`config.mk`:
```
export PLATFORM = sky130hd
export DESIGN_NAME = spi_arbiter_flat
export DESIGN_NICKNAME = d
export VERILOG_FILES = /design/src/rtl/spi_arbiter_if.sv /design/src/rtl/spi_arbiter.sv /design/src/flat_wrapper.sv
export SDC_FILE = /design/constraint.sdc
export NUM_CORES = 1
export LEC_CHECK = 0
export CAP_MARGIN = 20
export CORE_UTILIZATION = 23
export DETAILED_ROUTE_END_ITERATION = 7
export DONT_BUFFER_PORTS = 1
export SLEW_MARGIN = 15
export SYNTH_ARGS = -nofsm -noshare
export SYNTH_HDL_FRONTEND = slang
export SYNTH_SLANG_ARGS = --single-unit
export TNS_END_PERCENT = 50
```
`constraint.sdc`:
```
create_clock -name clk -period 6.2 [get_ports clk]
set_input_delay 0.93 -clock clk [delete_from_list [all_inputs] [get_ports clk]]
set_output_delay 0.93 -clock clk [all_outputs]
set_load 0.05 [all_outputs]
```
`src/rtl/spi_arbiter_if.sv`:
```
// One requester port of spi_arbiter: a TX byte handshake with end-of-transaction
// flag, plus a one-cycle RX byte pulse back to the requester.
interface spi_arbiter_if;
    logic       req_valid;
    logic [7:0] req_data;
    logic       req_last;
    logic       req_ready;
    logic       rsp_valid;
    logic [7:0] rsp_data;

    modport master (output req_valid, req_data, req_last, input req_ready, rsp_valid, rsp_data);
    modport slave  (input req_valid, req_data, req_last, output req_ready, rsp_valid, rsp_data);
endinterface

```
`src/rtl/spi_arbiter.sv`:
```
// Two-port SPI mode-0 master: round-robin arbitration with transaction lock,
// SCLK half-period divider and MSB-first byte shift engine.
module spi_arbiter #(
    parameter int DIV_W = 8
) (
    input  logic              clk,
    input  logic              rst_n,
    input  logic [DIV_W-1:0]  cfg_div_i,
    spi_arbiter_if.slave      p0_if,
    spi_arbiter_if.slave      p1_if,
    output logic              cs0_n_o,
    output logic              cs1_n_o,
    output logic              sclk_o,
    output logic              sdo_o,
    input  logic              sdi_i,
    output logic              busy_o,
    output logic              owner_o
);

    typedef enum logic [2:0] {IDLE, SETUP, SHIFT, WAIT_NEXT, HOLD} state_t;

    state_t           state_q;
    logic             owner_q;
    logic             rr_q;
    logic             last_q;
    logic             sclk_q;
    logic             sdo_q;
    logic             busy_q;
    logic             cs0_n_q;
    logic             cs1_n_q;
    logic [6:0]       tx_q;
    logic [7:0]       rx_q;
    logic [2:0]       bit_q;
    logic [DIV_W-1:0] div_q;
    logic [DIV_W:0]   cnt_q;
    logic [1:0]       rsp_valid_q;
    logic [7:0]       rsp0_data_q;
    logic [7:0]       rsp1_data_q;

    logic [1:0]       req_valid;
    logic [1:0]       grant;
    logic             accept;
    logic             acc_port;
    logic [7:0]       acc_data;
    logic             acc_last;

    assign req_valid = {p1_if.req_valid, p0_if.req_valid};

    // Ready is combinational: a new owner in IDLE, or the locked owner between bytes.
    always_comb begin
        grant = 2'b00;
        if (rst_n) begin
            if (state_q == IDLE)
                grant = (req_valid == 2'b11) ? (rr_q ? 2'b10 : 2'b01) : req_valid;
            else if (state_q == WAIT_NEXT)
                grant = owner_q ? 2'b10 : 2'b01;
        end
    end

    assign accept   = |(grant & req_valid);
    assign acc_port = grant[1];
    assign acc_data = acc_port ? p1_if.req_data : p0_if.req_data;
    assign acc_last = acc_port ? p1_if.req_last : p0_if.req_last;

    always_ff @(posedge clk or negedge rst_n) begin
        if (!rst_n) begin
            state_q     <= IDLE;
            owner_q     <= 1'b0;
            rr_q        <= 1'b0;
            last_q      <= 1'b0;
            sclk_q      <= 1'b0;
            sdo_q       <= 1'b0;
            busy_q      <= 1'b0;
            cs0_n_q     <= 1'b1;
            cs1_n_q     <= 1'b1;
            tx_q        <= '0;
            rx_q        <= '0;
            bit_q       <= '0;
            div_q       <= '0;
            cnt_q       <= '0;
            rsp_valid_q <= '0;
            rsp0_data_q <= '0;
            rsp1_data_q <= '0;
        end else begin
            rsp_valid_q <= '0;
            case (state_q)
                IDLE, WAIT_NEXT: begin
                    if (accept) begin
                        owner_q <= acc_port;
                        tx_q    <= acc_data[6:0];
                        sdo_q   <= acc_data[7];
                        last_q  <= acc_last;
                        div_q   <= cfg_div_i;
                        cs0_n_q <= acc_port;
                        cs1_n_q <= !acc_port;
                        busy_q  <= 1'b1;
                        cnt_q   <= '0;
                        bit_q   <= '0;
                        state_q <= SETUP;
                    end
                end
                SETUP: begin
                    // Two half-periods of setup so the last falling edge lands at 17 HP.
                    if (cnt_q == {div_q, 1'b1}) begin
                        cnt_q   <= '0;
                        sclk_q  <= 1'b1;
                        rx_q    <= {rx_q[6:0], sdi_i};
                        state_q <= SHIFT;
                    end else begin
                        cnt_q <= cnt_q + 1'b1;
                    end
                end
                SHIFT: begin
                    if (cnt_q == {1'b0, div_q}) begin
                        cnt_q  <= '0;
                        sclk_q <= !sclk_q;
                        if (!sclk_q) begin
                            rx_q <= {rx_q[6:0], sdi_i};
                        end else if (bit_q == 3'd7) begin
                            rsp_valid_q[owner_q] <= 1'b1;
                            if (owner_q) rsp1_data_q <= rx_q;
                            else         rsp0_data_q <= rx_q;
                            state_q <= last_q ? HOLD : WAIT_NEXT;
                        end else begin
                            sdo_q <= tx_q[6];
                            tx_q  <= {tx_q[5:0], 1'b0};
                            bit_q <= bit_q + 1'b1;
                        end
                    end else begin
                        cnt_q <= cnt_q + 1'b1;
                    end
                end
                HOLD: begin
                    if (cnt_q == {1'b0, div_q}) begin
                        cs0_n_q <= 1'b1;
                        cs1_n_q <= 1'b1;
                        busy_q  <= 1'b0;
                        rr_q    <= !owner_q;
                        state_q <= IDLE;
                    end else begin
                        cnt_q <= cnt_q + 1'b1;
                    end
                end
                default: state_q <= IDLE;
            endcase
        end
    end

    assign p0_if.req_ready = grant[0];
    assign p1_if.req_ready = grant[1];
    assign p0_if.rsp_valid = rsp_valid_q[0];
    assign p1_if.rsp_valid = rsp_valid_q[1];
    assign p0_if.rsp_data  = rsp0_data_q;
    assign p1_if.rsp_data  = rsp1_data_q;
    assign cs0_n_o         = cs0_n_q;
    assign cs1_n_o         = cs1_n_q;
    assign sclk_o          = sclk_q;
    assign sdo_o           = sdo_q;
    assign busy_o          = busy_q;
    assign owner_o         = owner_q;

endmodule

```
`src/flat_wrapper.sv`:
```
// flat-port wrapper written by rule: the top's interface ports become plain ports
module spi_arbiter_flat 
#(
    parameter int DIV_W = 8
)
  (clk, rst_n, cfg_div_i, cs0_n_o, cs1_n_o, sclk_o, sdo_o, sdi_i, busy_o, owner_o, p0_if_req_valid, p0_if_req_data, p0_if_req_last, p0_if_req_ready, p0_if_rsp_valid, p0_if_rsp_data, p1_if_req_valid, p1_if_req_data, p1_if_req_last, p1_if_req_ready, p1_if_rsp_valid, p1_if_rsp_data);
  spi_arbiter_if p0_if_i ();
  spi_arbiter_if p1_if_i ();
  input  logic clk;
  input  logic rst_n;
  input  logic [DIV_W-1:0] cfg_div_i;
  output logic cs0_n_o;
  output logic cs1_n_o;
  output logic sclk_o;
  output logic sdo_o;
  input  logic sdi_i;
  output logic busy_o;
  output logic owner_o;
  input wire logic [$bits(p0_if_i.req_valid)-1:0] p0_if_req_valid;
  input wire logic [$bits(p0_if_i.req_data)-1:0] p0_if_req_data;
  input wire logic [$bits(p0_if_i.req_last)-1:0] p0_if_req_last;
  output wire logic [$bits(p0_if_i.req_ready)-1:0] p0_if_req_ready;
  output wire logic [$bits(p0_if_i.rsp_valid)-1:0] p0_if_rsp_valid;
  output wire logic [$bits(p0_if_i.rsp_data)-1:0] p0_if_rsp_data;
  input wire logic [$bits(p1_if_i.req_valid)-1:0] p1_if_req_valid;
  input wire logic [$bits(p1_if_i.req_data)-1:0] p1_if_req_data;
  input wire logic [$bits(p1_if_i.req_last)-1:0] p1_if_req_last;
  output wire logic [$bits(p1_if_i.req_ready)-1:0] p1_if_req_ready;
  output wire logic [$bits(p1_if_i.rsp_valid)-1:0] p1_if_rsp_valid;
  output wire logic [$bits(p1_if_i.rsp_data)-1:0] p1_if_rsp_data;
  assign p0_if_i.req_valid = p0_if_req_valid;
  assign p0_if_i.req_data = p0_if_req_data;
  assign p0_if_i.req_last = p0_if_req_last;
  assign p0_if_req_ready = p0_if_i.req_ready;
  assign p0_if_rsp_valid = p0_if_i.rsp_valid;
  assign p0_if_rsp_data = p0_if_i.rsp_data;
  assign p1_if_i.req_valid = p1_if_req_valid;
  assign p1_if_i.req_data = p1_if_req_data;
  assign p1_if_i.req_last = p1_if_req_last;
  assign p1_if_req_ready = p1_if_i.req_ready;
  assign p1_if_rsp_valid = p1_if_i.rsp_valid;
  assign p1_if_rsp_data = p1_if_i.rsp_data;
  spi_arbiter #(.DIV_W(DIV_W)) u_core (.clk(clk), .rst_n(rst_n), .cfg_div_i(cfg_div_i), .p0_if(p0_if_i), .p1_if(p1_if_i), .cs0_n_o(cs0_n_o), .cs1_n_o(cs1_n_o), .sclk_o(sclk_o), .sdo_o(sdo_o), .sdi_i(sdi_i), .busy_o(busy_o), .owner_o(owner_o));
endmodule
```
==> summary.md <==
| Metric | Value |
|---|---|
| Outcome | complete, but fails checks |
| Violated checks | design-rule violations |
| GRT Util Overall | 11.24% |
| Crit path from | u_core.state_q[2] |
| Multiplexer share of the synthesized area | 15.05% |
| Worst-margin pin slew | 1.049 ns |
| EDFF count, synth | 0 |
| Gp weighted congestion | 0.8049 |
| Top cell type's share of synthesized area | 44.77% |
| Gr busiest metal | met2 |
| Core ar. | 0.01464 mm^2 |
| Start of the worst register-to-register path | u_core.state_q[0] |
| TritonCTS Sinks | 64 |
| Detailed-route DRC error count | 12 |
| Worst r2r path cells | 5 |
| Yosys reg bits | 64 |
| Power Density | 458.1 mW/mm^2 |
| Syn Nets | 351 |
| ANT cells | 0 |
| Sequential fraction of the synthesis area | 46.28% |
| Unrepaired setup endpoints after global routing | false |
| FILL cells | 1531 |
| Pleak | 1.568 nW |
| Routed vias | 2505 |
| Post-Syn Area | 0.003466 mm^2 |
| Sequential cell area | 0.001604 mm^2 |
| Port Buffers | 0 |
| Crit path kind | register to output pin |
| Placed Instance Area | 0.003610 mm^2 |
| TritonCTS clock tree | done |
| Multi-input logic area | 0.001715 mm^2 |
| Worst path max stage delay | 0.78 ns |
| Drt first pass iters | 6 |
| Clk slew on worst S/H paths | 0.06 ns |
| Crit share post-route | 57.23% |
| Async SR Flop Fraction | 100.0% |
| Largest family of logic cells by synthesized area | multiplexers |
| Setup TNS | 0 ns |
| Clock Skew | 0.007397 ns |
| CTS buffer count | 9 |
| Power Total | 0.001804 W |
| Slew Limit Fails | 0 |
| Min Tclk post-route | 3.549 ns |
| Cells after synthesis | 317 |
| Met3 Track Usage GR | 5.756% |
| Distinct cell type count after synthesis | 60 |
| Total Die Area | 0.01556 mm^2 |
| Root buffer cell | clkbuf_16 |
| Via density | 5.000 |
| Relative slew margins | 30.06% |
| Nets@finish | 346 |
| Clock buffer depth | 2 |
| Pin count of the biggest net entering global routing | 68 |
| Routed len/inst | 16.39 um |
| Rows | 44 |
| Met2 Use GR | 17.15% |
| Post-synthesis compound-gate area fraction | 14.95% |
| Worst min-delay path class | input pin to asynchronous set/reset pin |
| Post-route cell area | 0.003938 mm^2 |
| Clk Latency, worst-skew pair | 0.33 ns |
| Arr. time, crit path | 2.62 ns |
| Critical Path End Type | output pin |
| FMAX | 281.8 MHz |
| Initial antenna violation count | 1 |
| Synth Area in Simple Gates | 14.12% |
| Final Hold Fails | 0 |
| Post-cts repair resize count | 0 |
| DIE HEIGHT | 124.8 um |
| Post-synthesis xor/xnor area fraction | 4.296% |
| Vias in the first global route | 2474 |
| Antenna Nets Post-Route | 0 |
| Synth Warn # | 0 |
| Die width | 124.8 um |
| Worst VDD drop | 0.0001472 V |
| CP max-delay cell | nor2_1 |
| Worst path cell trace | or3_1, o31a_1, nor2_1 |
| GRT Residual Overflow | 0 |
| Inst Count DP | 485 |
| H-tree depth | 3 |
| GRT met1 Usage | 14.06% |
| Share of cells above drive strength 1 | 23.34% |
| Initial Util | 23.67% |
| Cells taking the most area after synthesis | dfrtp_1, mux2_2, o21ai_0, nor2_1, xnor2_1 |
| Final setup violation count | 0 |
| Fin cells | 501 |
| Max-cap violations | 0 |
| CP Data Required Time | 5.27 ns |
| Dpl hpwl | 5.908 mm |
| First-pass GRT wire length | 13.50 mm |
| Ports | 57 |
| Initial DRC count | 188 |
| Worst setup SP type | register |
| Avg Cell Area, Syn | 10.93 um^2 |
| Cell taking the most area after synthesis | dfrtp_1 |
| Area Growth Syn to Fin | 13.61% |
| Synth Area in Adders | 1.083% |
| Post-CTS Hold Buffers | 0 |
| Critical path peak fanout | 17 |
| Buffer count from post-CTS setup fixing | 0 |
| Final Routed Wirelength | 8.209 mm |
| Post-synth top flop | dfrtp_1 |
[cells in the final DEF, fill, tap and decap left out, types with 2 or more instances in the layout]
cell and instances:
a21oi_1 5, a31oi_1 10, bufinv_16 2, clkbuf_16 9, dfrtp_1 62, dfstp_2 2, ha_1 3, inv_1 16
inv_6 3, mux2_2 41, mux2i_1 6, nand2_1 15, nand2b_1 6, nand3_1 13, nand4_1 5, nor2_1 21
nor2b_1 2, nor3_1 3, nor4_4 2, o2111ai_1 3, o211ai_1 4, o21ai_0 16, o221ai_1 7, o31a_1 3
o31ai_1 4, or3_1 5, xnor2_1 9, xor2_1 8
[registers in the layout, indices dropped and copies added, names as in the netlist, 2 cells and up]
register,flops
u_core.cnt_q,9
u_core.div_q,8
u_core.p0_if.rsp_data,8
u_core.p1_if.rsp_data,8
u_core.rx_q,8
u_core.tx_q,7
u_core.bit_q,3
u_core.state_q,3
u_core.rsp_valid_q,2
[logic make-up after synthesis]
logic type	after synthesis
compound gates	68
xor+xnor	17
fa+ha+maj	3
buf+inv	32
flops	64
mux	47
simple gates	86
[where the power goes]
part           leakage (nW)  internal [W]  switching, W
Clock                 0.157      0.000357      0.000198
Sequential            0.818      0.000532      0.000184
Combinational         0.593      0.000225      0.000308
[layer usage]
metal  share of wire (%)  vias to the layer above
li1                    -                     1169
met1                  44                     1245
met2                  46                       85
met3                 9.2                        6
met4                0.73                        0
met5                   0                        -
[critical path, delay by kind of cell, from the launching register on]
kind               cells  cell delay [ns]
and+or+nand+nor        2             1.28
DFF                    1             0.59
AOI/OAI and AO/OA      1             0.41
[worst paths after layout]
kind,to,slack (ns)
min reg2reg,u_core.tx_q[1],0.51
min in group clk,u_core.tx_q[1],0.51
max in group asynchronous,u_core.cs0_n_o,5.70
max reg2reg,u_core.tx_q[2],3.13
min,u_core.cnt_q[7],0.29
max,p1_if_req_ready,2.65
[synthesized netlist by cell type, drive strengths merged (2+ instances only)]
library cell	number
dfrtp	62
buf	11
nor3	4
mux2i	6
nor4	3
nand3	14
ha	3
inv	16
or3	6
and3	2
nor2	21
o211ai	4
xor2	8
o32ai	3
o21ai	16
o31a	3
nand2b	6
dfstp	2
a21oi	6
mux2	41
nand2	16
xnor2	9
o2111ai	3
nand4	6
a31oi	10
nor2b	2
o221ai	8
o31ai	4
clkbuf	5
[metrics by stage]
stage          hold WS (ns)  utilization, %  setup WS, ns
3_5_place_dp         0.4985           24.65         3.028
4_1_cts              0.2776           26.89         2.644
6_report             0.2922           26.89         2.651
2_1_floorplan        0.4710               -         3.195
3_3_place_gp         0.4924           24.65         3.067
5_1_grt              0.2627           26.89         2.527
[area by class of cell]
class / count / area share (%)
flip-flops and latches: 64 / 40.74
clock buffers: 9 / 5.720
multi-input cells: 221 / 43.57
clock inverters: 7 / 2.606
inverters: 16 / 1.525
well taps: 184 / 5.847
Power figures use the tool's default switching activity.
